### src/rtl/demux_sel_sequencer_pkg.sv
// rtl/demux_sel_sequencer_pkg.sv - shared constants, FSM encoding and channel helper for the demux select sequencer
package demux_sel_sequencer_pkg;

  localparam int NCH  = 8;
  localparam int SELW = 3;

  typedef enum logic [1:0] {
    ST_IDLE = 2'd0,
    ST_RUN  = 2'd1,
    ST_DONE = 2'd2
  } state_t;

  // Lowest set bit of mask; 0 when mask is empty.
  function automatic logic [SELW-1:0] lowest_ch(input logic [NCH-1:0] mask);
    lowest_ch = '0;
    for (int i = NCH - 1; i >= 0; i--) begin
      if (mask[i]) lowest_ch = SELW'(i);
    end
  endfunction

endpackage

### src/rtl/demux_next_ch.sv
// rtl/demux_next_ch.sv - next enabled channel above cur (with wrap) and lowest enabled channel
module demux_next_ch
  import demux_sel_sequencer_pkg::*;
(
  input  logic [NCH-1:0]  mask,
  input  logic [SELW-1:0] cur,
  output logic [SELW-1:0] nxt,
  output logic            wrap,
  output logic [SELW-1:0] first
);

  logic            found;
  logic [SELW-1:0] idx;

  // Offset NCH lands back on cur, so a lone enabled channel re-selects itself.
  always_comb begin
    nxt   = cur;
    found = 1'b0;
    idx   = cur;
    for (int i = 1; i <= NCH; i++) begin
      idx = cur + SELW'(i);
      if (!found && mask[idx]) begin
        nxt   = idx;
        found = 1'b1;
      end
    end
  end

  assign wrap  = (nxt <= cur);
  assign first = lowest_ch(mask);

endmodule

### src/rtl/demux_sel_sequencer.sv
// rtl/demux_sel_sequencer.sv - steps the 1-to-8 demux select over enabled channels with a programmable dwell
module demux_sel_sequencer
  import demux_sel_sequencer_pkg::*;
#(
  parameter int DW = 8
) (
  input  logic          clk,
  input  logic          rst,
  input  logic          start,
  input  logic          stop,
  input  logic          mode_cont,
  input  logic [7:0]    ch_mask,
  input  logic [DW-1:0] dwell,
  input  logic          din_in,
  output logic          din,
  output logic          s2,
  output logic          s1,
  output logic          s0,
  output logic          busy,
  output logic          done
);

  localparam logic [DW-1:0] ONE = DW'(1);

  state_t          state;
  logic [DW-1:0]   cnt;
  logic [DW-1:0]   dwell_q;
  logic [NCH-1:0]  mask_q;
  logic            mode_q;
  logic [SELW-1:0] sel;

  logic [DW-1:0]   dwell_eff;
  logic [SELW-1:0] nxt;
  logic [SELW-1:0] first;
  logic            wrap;

  assign dwell_eff = (dwell == '0) ? ONE : dwell;
  assign {s2, s1, s0} = sel;

  demux_next_ch u_next (
    .mask  (mask_q),
    .cur   (sel),
    .nxt   (nxt),
    .wrap  (wrap),
    .first (first)
  );

  always_ff @(posedge clk) begin
    if (rst) begin
      state   <= ST_IDLE;
      cnt     <= '0;
      dwell_q <= '0;
      mask_q  <= '0;
      mode_q  <= 1'b0;
      sel     <= '0;
      din     <= 1'b0;
      busy    <= 1'b0;
      done    <= 1'b0;
    end else begin
      done <= 1'b0;
      case (state)
        ST_IDLE: begin
          if (start && !stop && (ch_mask != '0)) begin
            state   <= ST_RUN;
            mask_q  <= ch_mask;
            mode_q  <= mode_cont;
            dwell_q <= dwell_eff;
            cnt     <= dwell_eff - ONE;
            sel     <= lowest_ch(ch_mask);
            busy    <= 1'b1;
            din     <= din_in;
          end else begin
            sel  <= '0;
            busy <= 1'b0;
            din  <= 1'b0;
          end
        end
        ST_RUN: begin
          if (stop) begin
            state <= ST_IDLE;
            sel   <= '0;
            busy  <= 1'b0;
            din   <= 1'b0;
          end else if (cnt == '0) begin
            // Wrap at expiry means the highest enabled channel just finished.
            if (wrap && !mode_q) begin
              state <= ST_DONE;
              sel   <= '0;
              busy  <= 1'b0;
              din   <= 1'b0;
              done  <= 1'b1;
            end else begin
              sel <= wrap ? first : nxt;
              cnt <= dwell_q - ONE;
              din <= din_in;
            end
          end else begin
            cnt <= cnt - ONE;
            din <= din_in;
          end
        end
        ST_DONE: begin
          state <= ST_IDLE;
          sel   <= '0;
          busy  <= 1'b0;
          din   <= 1'b0;
        end
        default: begin
          state <= ST_IDLE;
          sel   <= '0;
          busy  <= 1'b0;
          din   <= 1'b0;
        end
      endcase
    end
  end

endmodule
### config.mk
export PLATFORM = sky130hd
export DESIGN_NAME = demux_sel_sequencer
export DESIGN_NICKNAME = d
export VERILOG_FILES = /design/src/rtl/demux_sel_sequencer_pkg.sv /design/src/rtl/demux_next_ch.sv /design/src/rtl/demux_sel_sequencer.sv
export SDC_FILE = /design/constraint.sdc
export NUM_CORES = 1
export LEC_CHECK = 0
export ABC_AREA = 1
export CAP_MARGIN = 5
export CELL_PAD_IN_SITES_DETAIL_PLACEMENT = 1
export CELL_PAD_IN_SITES_GLOBAL_PLACEMENT = 2
export CORE_MARGIN = 5
export CORE_UTILIZATION = 33
export DETAILED_ROUTE_END_ITERATION = 12
export HOLD_SLACK_MARGIN = 0.12
export PLACE_DENSITY_LB_ADDON = 0.05
export SYNTH_ARGS = -nofsm -noshare
export SYNTH_HDL_FRONTEND = slang
export SYNTH_HIERARCHICAL = 1
export SYNTH_SLANG_ARGS = --single-unit
export TNS_END_PERCENT = 1
### constraint.sdc
create_clock -name clk -period 9.25 [get_ports clk]
set_input_delay 0.925 -clock clk [delete_from_list [all_inputs] [get_ports clk]]
set_output_delay 0.925 -clock clk [all_outputs]
set_load 0.05 [all_outputs]
==> impl_metrics.tcl, run 1 <==
set metrics [dict create \
    status "finished clean" \
    routed_wl_um 7895 \
    switching_share 0.4748 \
    rows 32 \
    dieArea_um2 9889 \
    endpoint_kind "register" \
    vias_per_cell 4.885 \
    cp_data_required_time_ps 9450 \
    clk_pin_slew_ps 80 \
    regToRegStartpoint "sel[0]" \
    synth-seq-area-share 0.2502 \
    io_buffers 27 \
    fmax_mhz 225.1 \
    wl_per_cell_um 14.35 \
    num_vias 2687 \
    cts_tree "built" \
    yosysWarnings 6 \
    syn_area_um2 2640 \
    intPower_mw 0.3647 \
    hold_buffers 0 \
    dpl.hpwl_um 6419 \
    grt_start_max_net_pins 28 \
    numCtsBuffers 5 \
    routed.top_layer "met4" \
    yosysMostFrequentCell "nand2_1" \
    power_density_nw_per_um2 225.7 \
    setup_viol 0 \
    max_cap_viol_count 0 \
    clock_path_buffers 2 \
    syn_to_final_growth_pct 16.54 \
    drt_iter0_drc 41 \
    synth_ff_type "dfxtp_1" \
    ios 28 \
    grt_pass1_wl_um 13390 \
    insertion_delay_ps 290 \
    ys_async_sr_fraction 0 \
    setup-tns-final_ps 0 \
    worstPathArrival_ps 4640 \
    cts-resized-gates 0 \
    die_x_um 99.45 \
    yosys-top-cells-area "dfxtp_1, nand2_1, nor2_1" \
    drt_pass1_iterations 4 \
    fin_crit_sh 0.4802 \
    holdCritStartpoint "busy" \
    switching_power_mw 0.3298 \
    initial_core_util 0.3399 \
    syn_nets 451 \
    power_frac_comb 0.555 \
    hold_viol 0 \
    rsz0062_at_grt "false" \
    avgSynthCellArea_um2 6.241 \
    synth-seq-cells 33 \
    wl_met3_um 112 \
    layout.nets 475 \
    synth_top_area_frac 0.2502 \
    grt_pass1_vias 2785 \
    drc 0 \
    clkSinkCount 33 \
    startpoint "sel[0]" \
    routed-wl-met2_um 4251 \
    whs_ps 478.0 \
    placeableCoreArea_um2 7767 \
    p_leak_nw 1.414 \
    worst_slew_pin_slew_ps 672.4 \
    ys_types 42 \
    place.gp.congestion 0.8322 \
    synthCells 423 \
    synth_common_cells "nand2_1, nor2_1, dfxtp_1, inv_1, nand3_1" \
    power_frac_clock 0.182 \
    hp-class "register to register" \
    vdd_ir_drop_max_v 0.00008853 \
    drtAntennaViolNets 0 \
    antenna_cells 0 \
    antenna_found_initial 0 \
    wl_met1_um 3427 \
    synth_top_area_cell "dfxtp_1" \
    grtUsageTotal 0.1688 \
    skew_ps 6.573 \
    cts_setup_buffers 0 \
    grt_overflow_total 0 \
    max-slew-margin-rel 0.5513 \
    synth-edff-count 0 \
    seqPwrFrac 0.264 \
    cp_max_fo 16 \
    clockRootBuffer "clkbuf_8" \
    htree_levels 2 \
    critPathLaunchType "register" \
    layout-drive-gt1-share 0.1607 \
    final_max_slew_viol_count 0 \
    crit_type "register to register" \
    dieHeight_um 99.45 \
    min_period_ps 4442 \
]
cells in the final DEF, fill, tap and decap left out, types with 6 or more instances in the layout:
master / n
nand2_1: 107
o21ai_1: 6
nor2_1: 61
a21oi_1: 22
nand3_1: 32
nor2_2: 9
inv_1: 33
nand2_2: 18
o21ai_0: 26
dfxtp_1: 33
inv_2: 14
ha_1: 6
clkdlybuf4s50_1: 27
clkbuf_8: 7
sequential cells by signal (all words and copies together), names as in the netlist:
register / cells
mode_q: 1
din: 1
sel: 3
mask_q: 8
dwell_q: 8
done: 1
busy: 1
cnt: 8
state: 2
worst max-delay path, stage by stage, from the launching register on:
cell	delay, ps
dfxtp_1	720
inv_2	220
ha_1	430
inv_2	160
nand3_1	140
nand3_2	150
nand2_4	90
nor2_2	160
nand4_1	120
nor2_2	150
nand2_1	60
nand2_1	60
o21ai_1	90
ha_1	340
nand2_1	50
o21ai_0	140
nand2_1	140
inv_1	100
nor2_1	50
nor2_1	220
nor2_4	70
nand2_2	250
inv_1	120
a21oi_1	140
nand2_1	70
nand2_1	50
inv_1	30
per-stage QoR:
step | power, mW | cell area (um^2) | worst slack (ps) | cells | utilization
after global placement | 0.5695 | 2975 | 4904 | 542 | 0.3831
final | 0.6945 | 3077 | 4808 | 550 | 0.3961
after detailed placement | 0.5760 | 2975 | 4813 | 542 | 0.3831
after global routing | 0.7651 | 3077 | 4349 | 550 | 0.3961
after floorplan | 0.4873 | 2640 | 5429 | 423 | -
after CTS | 0.7047 | 3077 | 4778 | 550 | 0.3961
final timing paths:
path                            cells after the start  slack (ps)  endpoint
worst max-delay path                               26        4810    cnt[4]
worst min-delay path                                1         480      busy
worst max register to register                     26        4810    cnt[4]
worst min register to register                      1         480      busy
area by class of cell:
class / instances / area, um^2
multi-input combinational: 330 / 1723
sequential: 33 / 660.6
clock buffer: 7 / 96.34
fill: 1055 / 4691
inverter: 50 / 193.9
clock inverter: 1 / 5.005
timing repair buffer: 27 / 270.3
tap: 102 / 127.6
routing by layer:
metal  vias to the layer above  global-route usage
li1                       1404                   -
met1                      1251              0.1870
met2                        23              0.3285
met3                         9             0.02454
met4                         0             0.04937
met5                         -                   0
power groups by stage:
stage	registers, mW	logic [mW]	clock network, mW
after global routing	0.186	0.441	0.138
after CTS	0.184	0.390	0.131
after floorplan	0.185	0.302	0
after detailed placement	0.187	0.389	0
final	0.183	0.385	0.126
after global placement	0.187	0.382	0
cell families after synthesis:
kind of cell | Yosys count | synth area share
buf+inv | 60 | 0.09715
flops | 33 | 0.2502
simple gates | 258 | 0.4720
xor+xnor | 3 | 0.01991
compound gates | 61 | 0.1247
mux | 2 | 0.007583
fa+ha+maj | 6 | 0.02844
Power figures use the tool's default switching activity.
==> run 2, diff against run 1 <==
CORE_UTILIZATION = 31   (was 33)
clock period = 4.1 ns   (was 9.25 ns; I/O delays follow)
==> run 2 against run 1 <==
  * Design area increased by 0.73%
  * Combinational power increased by 130%
  * Clock power increased by 100%
  * Global-route usage decreased by 0.67 points
  * Highest routed layer unchanged
  * Clock skew decreased by 4.1 ps
  * Hold slack got worse by 10 ps
  * Via count decreased by 1.0%
  * Utilization decreased by 2.1 points
  * Setup slack got worse by 4400 ps
  * Die area increased by 5.8%
==> impl_metrics.tcl, run 2 (synthesis results as in run 1) <==
set metrics [dict create \
    status "finished clean" \
    drtAntennaViolNets 0 \
    crit_type "register to register" \
    numCtsBuffers 5 \
    layout_commonest_cell "nand2_1" \
    drt_pass1_iterations 4 \
    dpl_worst_slack_ps 227.6 \
    clockRootBuffer "clkbuf_8" \
    io_buffers 27 \
    power_density_nw_per_um2 502.3 \
    clk_pin_slew_ps 80 \
    intPower_mw 0.7962 \
    insertion_delay_ps 280 \
    worst_slew_pin_slew_ps 657.8 \
    dpl.hpwl_um 6324 \
    grt_pass1_vias 2638 \
    dieHeight_um 102.3 \
    final_cell_mix "nand2_1, nor2_1, inv_1, dfxtp_1, nand3_1" \
    clock_path_buffers 2 \
    grt_pass1_wl_um 13300 \
    layout-drive-gt1-share 0.1707 \
    die_x_um 102.3 \
    clkSinkCount 33 \
    hold_viol 0 \
    ios 28 \
    r2r_cells 23 \
    max-slew-margin-rel 0.5610 \
    seqPwrFrac 0.261 \
    min_period_ps 3714 \
    timing.final.ws_setup_ps 386.0 \
    grt_start_max_net_pins 28 \
    cp_data_required_time_ps 4280 \
    cp_max_fo 16 \
    switching_power_mw 0.7605 \
    vias_per_cell 4.782 \
    layout.nets 478 \
    fin_area_um2 3099 \
    power_frac_clock 0.162 \
    skew_ps 2.454 \
    top_regs "cnt: 8 flops, dwell_q: 8 flops, mask_q: 8 flops" \
    wl_per_cell_um 14.17 \
    initial_core_util 0.3197 \
    rows 33 \
    max_cap_viol_count 0 \
    fmax_mhz 269.3 \
    place_area_um2 3002 \
    antenna_cells 0 \
    p_leak_nw 1.422 \
    endpoint_kind "register" \
    placeableCoreArea_um2 8258 \
    cts_tree "built" \
    grtUsageTotal 0.1621 \
    dieArea_um2 10460 \
    drt_iter0_drc 85 \
    setup_viol 0 \
    min_path_cells 1 \
    vdd_ir_drop_max_v 0.0001516 \
    setup-tns-final_ps 0 \
    place.gp.congestion 0.7587 \
    switching_share 0.4886 \
    cts_setup_buffers 0 \
    fin_crit_sh 0.9059 \
    drc 0 \
    power_frac_comb 0.577 \
    fin_util 0.3753 \
    final_max_slew_viol_count 0 \
    num_vias 2659 \
    routed_wl_um 7881 \
    htree_levels 2 \
    hp-class "register to register" \
    syn_to_final_growth_pct 17.39 \
    grt_overflow_total 0 \
    antenna_found_initial 0 \
    worstPathArrival_ps 3900 \
    critPathLaunchType "register" \
]
run 2: area by class of cell:
type / count / area (um^2)
sequential: 33 / 660.6
fill: 1126 / 5159
tap: 105 / 131.4
clock inverter: 3 / 17.52
clock buffer: 5 / 68.82
multi-input combinational: 330 / 1734
timing repair buffer: 30 / 292.8
inverter: 50 / 193.9
run 2: final timing paths:
check               from   end  slack (ps)
setup / recovery  sel[0]   din         390
hold / removal      busy  busy         470
setup reg to reg  sel[0]   din         390
hold reg to reg     busy  busy         470
run 2: power groups by stage:
stage	registers [mW]	logic (mW)	clock network, mW
floorplan	0.418	0.682	0
global placement	0.412	0.880	0
detailed placement	0.413	0.893	0
CTS	0.406	0.896	0.263
global route	0.412	1.01	0.281
finish	0.406	0.898	0.252
run 2: critical path, stage by stage, from the launching register on:
cell	delay [ps]
dfxtp_1	340
inv_2	90
ha_1	390
inv_2	160
nand3_1	140
nand3_2	150
nand2_4	90
nor2_2	160
nand4_1	110
nor2_2	140
nor2_1	80
o21ai_2	180
ha_1	280
a21oi_1	120
o21ai_0	90
nand2_1	150
inv_1	80
nor2_1	170
nor2_2	90
nor2_4	140
nand2_4	130
inv_1	120
nor2_2	50
and3_1	150
run 2: repair_timing:
action / in CTS / in global routing
hold buffers: 0 / 0
endpoints found under the setup margin: 0 / 11
gates resized for setup: 0 / 3
run 2: routing by layer:
metal  part of all wire  track usage  vias up  wire length, um
met5                  0            0        -                0
met2               0.39       0.2289       34             3072
met3              0.029      0.02867        4              227
met4             0.0065      0.03128        0               51
li1                   -            -     1411                -
met1               0.57       0.2548     1210             4529
run 2: stage by stage:
| stage | std cells | total power [mW] | hold WS, ps |
|---|---|---|---|
| after floorplan | 423 | 1.099 | 476.6 |
| after global placement | 548 | 1.292 | 470.8 |
| after detailed placement | 548 | 1.306 | 456.2 |
| after CTS | 556 | 1.565 | 474.6 |
| after global routing | 556 | 1.707 | 505.0 |
| final | 556 | 1.557 | 467.6 |
==> run 3, diff against run 2 <==
TNS_END_PERCENT = 20   (was 1)
==> results of run 3 <==
Same layout as run 2: the final DEF is identical, and so are final timing and power.
